===== config.mk =====
export PLATFORM = sky130hd
export DESIGN_NAME = snn_sequencer
export DESIGN_NICKNAME = d
export VERILOG_FILES = /design/src/rtl/snn_sequencer.sv
export SDC_FILE = /design/constraint.sdc
export NUM_CORES = 1
export LEC_CHECK = 0
export BUFFER_PORTS_ARGS = -buffer_cell sky130_fd_sc_hd__buf_2
export CAP_MARGIN = 5
export CORE_ASPECT_RATIO = 1.1
export CORE_UTILIZATION = 35
export CTS_BUF_LIST = sky130_fd_sc_hd__clkbuf_4
export CTS_CLUSTER_DIAMETER = 80
export DETAILED_ROUTE_END_ITERATION = 6
export PLACE_DENSITY = 0.55
export SETUP_SLACK_MARGIN = 0.02
export SLEW_MARGIN = 25
export SYNTH_ARGS = -nofsm -noshare
export SYNTH_HDL_FRONTEND = slang
export SYNTH_SLANG_ARGS = --single-unit

===== constraint.sdc =====
create_clock -name clk -period 7.2 [get_ports clk]
set_input_delay 0.36 -clock clk [delete_from_list [all_inputs] [get_ports clk]]
set_output_delay 0.36 -clock clk [all_outputs]
set_load 0.02 [all_outputs]

===== src/rtl/snn_sequencer.sv =====
// Host-command sequencer for a spiking network: streams setup payloads into the
// network, runs it for T timesteps, counts output spikes and reports the counts.
module snn_sequencer #(
  parameter int INPUT_BYTES  = 2,
  parameter int WEIGHT_BYTES = 80,
  parameter int BN_BYTES     = 40,
  parameter int NUM_OUTPUTS  = 8,
  parameter int PIPE_LAT     = 3
) (
  input  logic                   clk,
  input  logic                   reset,
  input  logic [7:0]             cmd_data,
  input  logic                   cmd_valid,
  output logic                   cmd_ready,
  input  logic [NUM_OUTPUTS-1:0] spikes,
  output logic [7:0]             data_out,
  output logic [2:0]             setup_control,
  output logic                   execute,
  output logic [7:0]             res_data,
  output logic                   res_valid,
  input  logic                   res_ready,
  output logic                   busy
);

  localparam int IDX_W = (NUM_OUTPUTS > 1) ? $clog2(NUM_OUTPUTS) : 1;

  localparam logic [2:0] SC_NEUTRAL = 3'b010;
  localparam logic [2:0] SC_INPUT   = 3'b000;
  localparam logic [2:0] SC_WEIGHT  = 3'b001;
  localparam logic [2:0] SC_BN      = 3'b110;

  localparam logic [15:0] LAT = 16'(PIPE_LAT);

  typedef enum logic [2:0] {
    S_IDLE,
    S_LOAD,
    S_RUN,
    S_DRAIN,
    S_REPORT
  } state_t;

  state_t           state_q, state_d;
  logic [15:0]      rem_q, rem_d;
  logic [2:0]       code_q, code_d;
  logic [6:0]       tlen_q, tlen_d;
  logic [6:0]       tcnt_q, tcnt_d;
  logic [15:0]      cyc_q, cyc_d;
  logic [IDX_W-1:0] idx_q, idx_d;
  logic [7:0]       cnt_q [NUM_OUTPUTS];
  logic [7:0]       cnt_d [NUM_OUTPUTS];
  logic [7:0]       data_out_q, data_out_d;
  logic [2:0]       setup_q, setup_d;
  logic             execute_q, execute_d;
  logic             res_valid_q, res_valid_d;
  logic             busy_q, busy_d;
  logic             cmd_ready_q, cmd_ready_d;

  logic        cmd_xfer, res_xfer, in_win;
  logic [15:0] win_last;

  assign cmd_xfer = cmd_valid & cmd_ready_q;
  assign res_xfer = res_valid_q & res_ready;

  // cyc_q counts cycles since the first execute cycle; the window trails execute by PIPE_LAT
  assign win_last = LAT + {9'd0, tlen_q} - 16'd1;
  assign in_win   = ((state_q == S_RUN) || (state_q == S_DRAIN)) &&
                    (cyc_q >= LAT) && (cyc_q <= win_last);

  always_comb begin
    state_d     = state_q;
    rem_d       = rem_q;
    code_d      = code_q;
    tlen_d      = tlen_q;
    tcnt_d      = tcnt_q;
    cyc_d       = cyc_q;
    idx_d       = idx_q;
    data_out_d  = data_out_q;
    setup_d     = SC_NEUTRAL;
    execute_d   = execute_q;
    res_valid_d = res_valid_q;
    busy_d      = busy_q;
    cmd_ready_d = cmd_ready_q;
    cnt_d       = cnt_q;

    for (int unsigned i = 0; i < NUM_OUTPUTS; i++) begin
      if (in_win && spikes[i] && (cnt_q[i] != 8'hFF)) begin
        cnt_d[i] = cnt_q[i] + 8'd1;
      end
    end

    case (state_q)
      S_IDLE: begin
        if (cmd_xfer) begin
          busy_d = 1'b1;
          case (cmd_data[7:6])
            2'b00: begin
              state_d = S_LOAD;
              rem_d   = 16'(INPUT_BYTES);
              code_d  = SC_INPUT;
            end
            2'b01: begin
              state_d = S_LOAD;
              rem_d   = 16'(WEIGHT_BYTES);
              code_d  = SC_WEIGHT;
            end
            2'b10: begin
              state_d = S_LOAD;
              rem_d   = 16'(BN_BYTES);
              code_d  = SC_BN;
            end
            default: begin
              state_d     = S_RUN;
              tlen_d      = {1'b0, cmd_data[5:0]} + 7'd1;
              tcnt_d      = {1'b0, cmd_data[5:0]};
              cyc_d       = '0;
              idx_d       = '0;
              execute_d   = 1'b1;
              cmd_ready_d = 1'b0;
              for (int unsigned i = 0; i < NUM_OUTPUTS; i++) begin
                cnt_d[i] = '0;
              end
            end
          endcase
        end
      end

      S_LOAD: begin
        if (cmd_xfer) begin
          data_out_d = cmd_data;
          setup_d    = code_q;
          rem_d      = rem_q - 16'd1;
          if (rem_q == 16'd1) begin
            state_d = S_IDLE;
            busy_d  = 1'b0;
          end
        end
      end

      S_RUN: begin
        cyc_d = cyc_q + 16'd1;
        if (tcnt_q == '0) begin
          execute_d = 1'b0;
          // with no pipeline latency the window closes together with execute
          if (cyc_q == win_last) begin
            state_d     = S_REPORT;
            res_valid_d = 1'b1;
          end else begin
            state_d = S_DRAIN;
          end
        end else begin
          tcnt_d = tcnt_q - 7'd1;
        end
      end

      S_DRAIN: begin
        cyc_d = cyc_q + 16'd1;
        if (cyc_q == win_last) begin
          state_d     = S_REPORT;
          res_valid_d = 1'b1;
        end
      end

      S_REPORT: begin
        if (res_xfer) begin
          if (idx_q == IDX_W'(NUM_OUTPUTS - 1)) begin
            state_d     = S_IDLE;
            res_valid_d = 1'b0;
            busy_d      = 1'b0;
            cmd_ready_d = 1'b1;
            idx_d       = '0;
          end else begin
            idx_d = idx_q + IDX_W'(1);
          end
        end
      end

      default: begin
        state_d     = S_IDLE;
        execute_d   = 1'b0;
        res_valid_d = 1'b0;
        busy_d      = 1'b0;
        cmd_ready_d = 1'b1;
      end
    endcase
  end

  always_ff @(posedge clk) begin
    if (reset) begin
      state_q     <= S_IDLE;
      rem_q       <= '0;
      code_q      <= SC_INPUT;
      tlen_q      <= 7'd1;
      tcnt_q      <= '0;
      cyc_q       <= '0;
      idx_q       <= '0;
      data_out_q  <= '0;
      setup_q     <= SC_NEUTRAL;
      execute_q   <= 1'b0;
      res_valid_q <= 1'b0;
      busy_q      <= 1'b0;
      cmd_ready_q <= 1'b1;
      for (int unsigned i = 0; i < NUM_OUTPUTS; i++) begin
        cnt_q[i] <= '0;
      end
    end else begin
      state_q     <= state_d;
      rem_q       <= rem_d;
      code_q      <= code_d;
      tlen_q      <= tlen_d;
      tcnt_q      <= tcnt_d;
      cyc_q       <= cyc_d;
      idx_q       <= idx_d;
      data_out_q  <= data_out_d;
      setup_q     <= setup_d;
      execute_q   <= execute_d;
      res_valid_q <= res_valid_d;
      busy_q      <= busy_d;
      cmd_ready_q <= cmd_ready_d;
      cnt_q       <= cnt_d;
    end
  end

  assign cmd_ready     = cmd_ready_q;
  assign data_out      = data_out_q;
  assign setup_control = setup_q;
  assign execute       = execute_q;
  assign res_valid     = res_valid_q;
  assign busy          = busy_q;
  assign res_data      = cnt_q[idx_q];

endmodule


# [Word-level counts from Yosys, hierarchy flattened]
# Cells that the tools add are included.
[op_classes] eq_ne=27 div=0 n_mux=59 mul=0 n_lt_le_gt_ge=3 add_sub_neg=15 shifts=0 n_bitwise=10 reduce_logical=45
[op_table] op="64-bit two-way mux" n=3
[op_table] op="8-bit two-way mux" n=10
[op_table] op="8-bit by 1-bit adder with 8-bit output, second input constant" n=8
[op_table] op="16-bit two-way mux" n=4
[op_table] op="8-bit != test, second input constant" n=8
[op_table] op="16-bit one-hot mux with 2 select lines" n=2
[op_table] op="16-bit one-hot mux with 3 select lines" n=1
[op_table] op="3-bit two-way mux" n=12
[op_table] op="8-bit binary-select mux with 3-bit select" n=1
[op_table] op="7-bit two-way mux" n=3
[op_table] op="4-bit AND reduction" n=5
[op_table] op="1-bit logical AND" n=18
[op_table] op="16-bit by 1-bit adder with 16-bit output, second input constant" n=1
[op_table] op="16-bit by 1-bit == test with 1-bit output, second input constant" n=1
[op_table] op="16-bit == test" n=1
[op_table] op="16-bit by 2-bit >= comparator with 1-bit output, second input constant" n=1
[op_table] op="16-bit <= comparator" n=1
[op_table] op="16-bit by 1-bit subtractor with 16-bit output, second input constant" n=1
[op_table] op="3-bit one-hot mux with 5 select lines" n=1
[op_table] op="1-bit two-way mux" n=14
[op_table] op="2-bit != test, second input constant" n=7
[op_table] op="7-bit one-hot mux with 2 select lines" n=1
[op_table] op="3-bit OR reduction" n=4
[op_table] op="3-bit one-hot mux with 3 select lines" n=1
[op_table] op="other kinds (32)" n=50
[word_totals] word_cells=180 latch_bits=0 reg_bits=134 n_memories=0 input_bits=20 mem_bits_rw=0 rom_bits=0

# [Longest topological paths before layout]
[depth] ltp_word=10 depth_mapped=12 depth_no_buf=10

# [Worst setup path before layout]
# Ideal clock, no wire load.
[synth_timing] path_type="reg2reg" startpoint="register tlen_q[1]" endpoint="register cnt_q[23] (netlist bit)" stages_incl_launch_ff=11 synth_period_minus_slack_ps=3041 required_ps=7130 setup_time_ps=70 setup_slack_ps=4159 arrival_time_ps=2970 path_buffers=0 cell_sequence="dfxtp_1 -> ha_1 -> nand3_1 -> or2_2 -> ha_1 -> nand4_1 -> nor2_1 -> a211oi_1 -> or4_4 -> or4_1 -> a21oi_1"
[synth_between] elab_chain_len=10
[synth_rtl] element="start, declared" line_no="45" rtl="logic [6:0] tlen_q, tlen_d;"
[synth_rtl] element="start signal, assigned" line_no="209" rtl="tlen_q <= tlen_d;"
[synth_rtl] element="2-bit by 7-bit adder with 8-bit output (*)" line_no="65" rtl="assign win_last = LAT + {9'd0, tlen_q} - 16'd1;"
[synth_rtl] element="8-bit by 1-bit subtractor with 9-bit output (*)" line_no="65"
[synth_rtl] element="16-bit <= comparator (*)" line_no="67" rtl="(cyc_q >= LAT) && (cyc_q <= win_last);"
[synth_rtl] element="1-bit logical AND (*)" line_no="67"
[synth_rtl] element="1-bit logical AND (*) (2 in series)" line_no="86" rtl="if (in_win && spikes[i] && (cnt_q[i] != 8'hFF)) begin"
[synth_rtl] element="8-bit two-way mux (*)" line_no="86"
[synth_rtl] element="64-bit two-way mux" line_no="95" rtl="case (cmd_data[7:6])"
[synth_rtl] element="64-bit two-way mux" line_no="93" rtl="if (cmd_xfer) begin"
[synth_rtl] element="64-bit two-way mux (*)" line_no="91" rtl="case (state_q)"
[synth_rtl] element="end signal, assigned" line_no="219" rtl="cnt_q <= cnt_d;"
[synth_rtl] element="end, declared" line_no="49" rtl="logic [7:0] cnt_q [NUM_OUTPUTS];"
# Mark *: on every way between the ends. The rest lies on a longest branch, timed or not.
# A chain may end at the register's enable or synchronous reset.

# [Worst setup path after layout]
# Ends and elaborated chain as after synthesis.

==> metrics.yaml <==
run_status:
  status: "finished clean"
global_routing:
  grt_start_max_net_pins: 53
  grt_usage_pct: 17.69
  grt_overflow: 0
  grt_pass1_vias: 5889
  grt_pass1_wl_mm: 28.88
  antenna_found_initial: 1
power_and_ir_drop:
  clkPwrFrac_pct: 36.3
  switching_share_pct: 29.55
  p_seq_share_pct: 49.3
  power_density_nw_per_um2: 205.1
  ir_drop_mv: 0.1319
  finalPower_uw: 1611
  comb_power_share_pct: 14.4
  p_leak_uw: 0.002797
  switching_power_uw: 476.2
  internal_power_uw: 1135
clock_tree:
  root_buffer: "clkbuf_4"
  cts_hold_buf: 0
  clock_path_buffers: 2
  cts.htree.levels: 4
  clk_pin_slew_worst_paths_ns: 0.14
  cts_tree: "built"
  clock_latency_ns: 0.56
  cts_num_sinks: 133
  cts_buffers: 17
  postCtsSetupRepairBufs: 0
  post_cts_resized: 0
yosys:
  ys_seq_elements: 133
  async_reset_ff_share_pct: 0
  yosys_warnings: 0
  syn_inst: 835
  synth_fp_nets: 884
  synth.top_cell.area_share_pct: 37.50
  yosys.area.top_type: "dfxtp_1"
  ys_types: 57
  ys_seq_area_share_pct: 37.50
  synthesis.area_um2: 7099
  syn_avg_cell_area_um2: 8.502
  synth_area_leaders: "dfxtp_1, ha_1, mux4_2"
  ys.flop_type: "dfxtp_1"
  synth_edf_count: 0
min_path:
  min_path_cells: 3
  hp-class: "in -> reg"
place:
  gp_congestion: 0.8346
  io_buffers: 42
  dpl_cell_area_um2: 7517
  dp_cells: 1097
  hpwl_mm: 12.18
die:
  coreArea_um2: 19860
  rows: 54
  io_pins: 43
  die_area_um2: 20860
  die_x_um: 137.8
  start_util_pct: 35.74
  fp.dieH_um: 151.4
setup_path:
  crit_type: "reg -> reg"
  crit_chain: "ha_1 -> nand3_1 -> or2_2 -> ha_1 -> nand4_1 -> o22a_1 -> or4_4 -> or4_1 -> a21oi_1"
  cpPeakStageDelay_ns: 0.72
  crit_arrival_ns: 3.98
  worstRegToRegCells: 9
  crit_top_cell: "ha_1"
  r2r_slack_ns: 3.71
  endpoint_kind: "flip-flop"
  cp_slowest_cell: "or4_4"
  critPathMaxFanout: 19
  start_kind: "flip-flop"
  crit_required_ns: 7.69
drt:
  drt-wirelength-per-cell_um: 15.32
  vias: 6210
  postRouteAntennaNets: 0
  firstDrtPassIters: 5
  finalWirelength_mm: 17.31
  first_iter_violations: 248
  drcViolationCount: 0
  via_per_inst: 5.496
final_layout:
  area_growth_pct: 10.68
  final_util_pct: 39.56
  fin_area_um2: 7858
  drive_gt1_share_pct: 14.48
  nets: 913
  final_cells: 1130
timing:
  fmax_mhz: 286.9
  rsz0062_at_grt: "false"
  worstMarginPinSlew_ns: 0.8949
  min_period_ns: 3.486
  report.final.setup_viol: 0
  finalSetupTns_ns: 0
  min_period_over_period_pct: 48.41
  slew_headroom_pct: 39.88
  fin_skew_ns: 0.02456
  finalHoldViolCount: 0
  drv_slew: 0
job:
  maxCapViolations: 0
-- power groups by stage --
stage               clock network [uW]  logic, uW  registers (uW)
floorplan                            0        175             808
global placement                     0        233             810
detailed placement                   0        234             810
CTS                                606        235             794
global route                       639        267             800
finish                             585        232             794
-- cell families (layout without fill, tap and decap cells) --
group / count (synthesis) / count (layout) / synth area share (%)
flip-flops: 133 / 133 / 37.50
XOR/XNOR: 44 / 44 / 5.428
adder cells (fa/ha/maj): 29 / 29 / 5.111
multiplexers: 34 / 34 / 7.772
AO/OA/AOI/OAI: 168 / 168 / 14.22
other: 0 / 1 / 0
AND/OR/NAND/NOR: 372 / 372 / 26.81
buffers and inverters: 55 / 97 / 3.155
-- metrics by stage --
| stage | setup WS (ns) | hold WS [ns] |
|---|---|---|
| 2_1_floorplan | 4.159 | 0.4301 |
| 3_3_place_gp | 3.748 | 0.4405 |
| 3_5_place_dp | 3.726 | 0.4477 |
| 4_1_cts | 3.736 | 0.02764 |
| 5_1_grt | 3.483 | 0.03887 |
| 6_report | 3.714 | 0.07080 |
-- synth_stat cells, drive strengths merged, types with 9 or more instances --
cell type  number
nand3          48
mux2i           9
a211oi         10
nand4          29
nor3           22
mux4           16
or3            28
xor2           14
and3           12
o21ai          41
nor2           94
xnor2          30
nand2          79
inv            17
a21oi          68
mux2            9
o31ai          14
clkbuf         30
nor4            9
or4            20
dfxtp         133
ha             29
-- placed cells by master (no fill, tap or decap), types with 29 or more instances in the layout --
cell type,netlist,final
nor2_1,94,93
o21ai_0,41,41
dfxtp_1,133,133
nand2_1,79,79
ha_1,29,29
nand4_1,29,29
buf_2,2,42
a21oi_1,68,68
xnor2_1,30,30
nand3_1,48,48
-- final timing paths --
path,start,to
hold / removal,cmd_data[7],data_out[7]
setup / recovery,tlen_q[1],cnt_q[23]
hold reg to reg,data_out[5],data_out[5]
setup reg to reg,tlen_q[1],cnt_q[23]
-- registers in the layout, indices dropped and copies added (netlist names) --
signal	cells
cmd_ready	1
res_valid	1
idx_q	3
rem_q	16
tlen_q	7
cyc_q	16
setup_control	3
code_q	2
tcnt_q	7
busy	1
data_out	8
state_q	3
cnt_q	64
execute	1
-- critical path, delay by kind of cell, from the launching register on --
family	cells	cell delay, ns
AND/OR/NAND/NOR	5	1.82
flip-flops	1	0.41
AO/OA/AOI/OAI	2	0.72
adder cells (fa/ha/maj)	2	0.49
-- metal layers --
layer | routed length (um) | GRT usage (%)
met1 | 8196 | 22.16
met2 | 8079 | 29.82
met3 | 721 | 3.614
met4 | 315 | 6.359
met5 | 0 | 0
-- layout make-up --
class	count	area, um2
inverter	17	63.81
clock buffer	18	135.1
timing repair buffer	48	255.2
antenna	1	2.502
fill	2087	12010
clock inverter	14	200.2
tap	252	315.3
sequential	133	2663
multi-input combinational	647	4223
(Power assumes the default switching activity.)
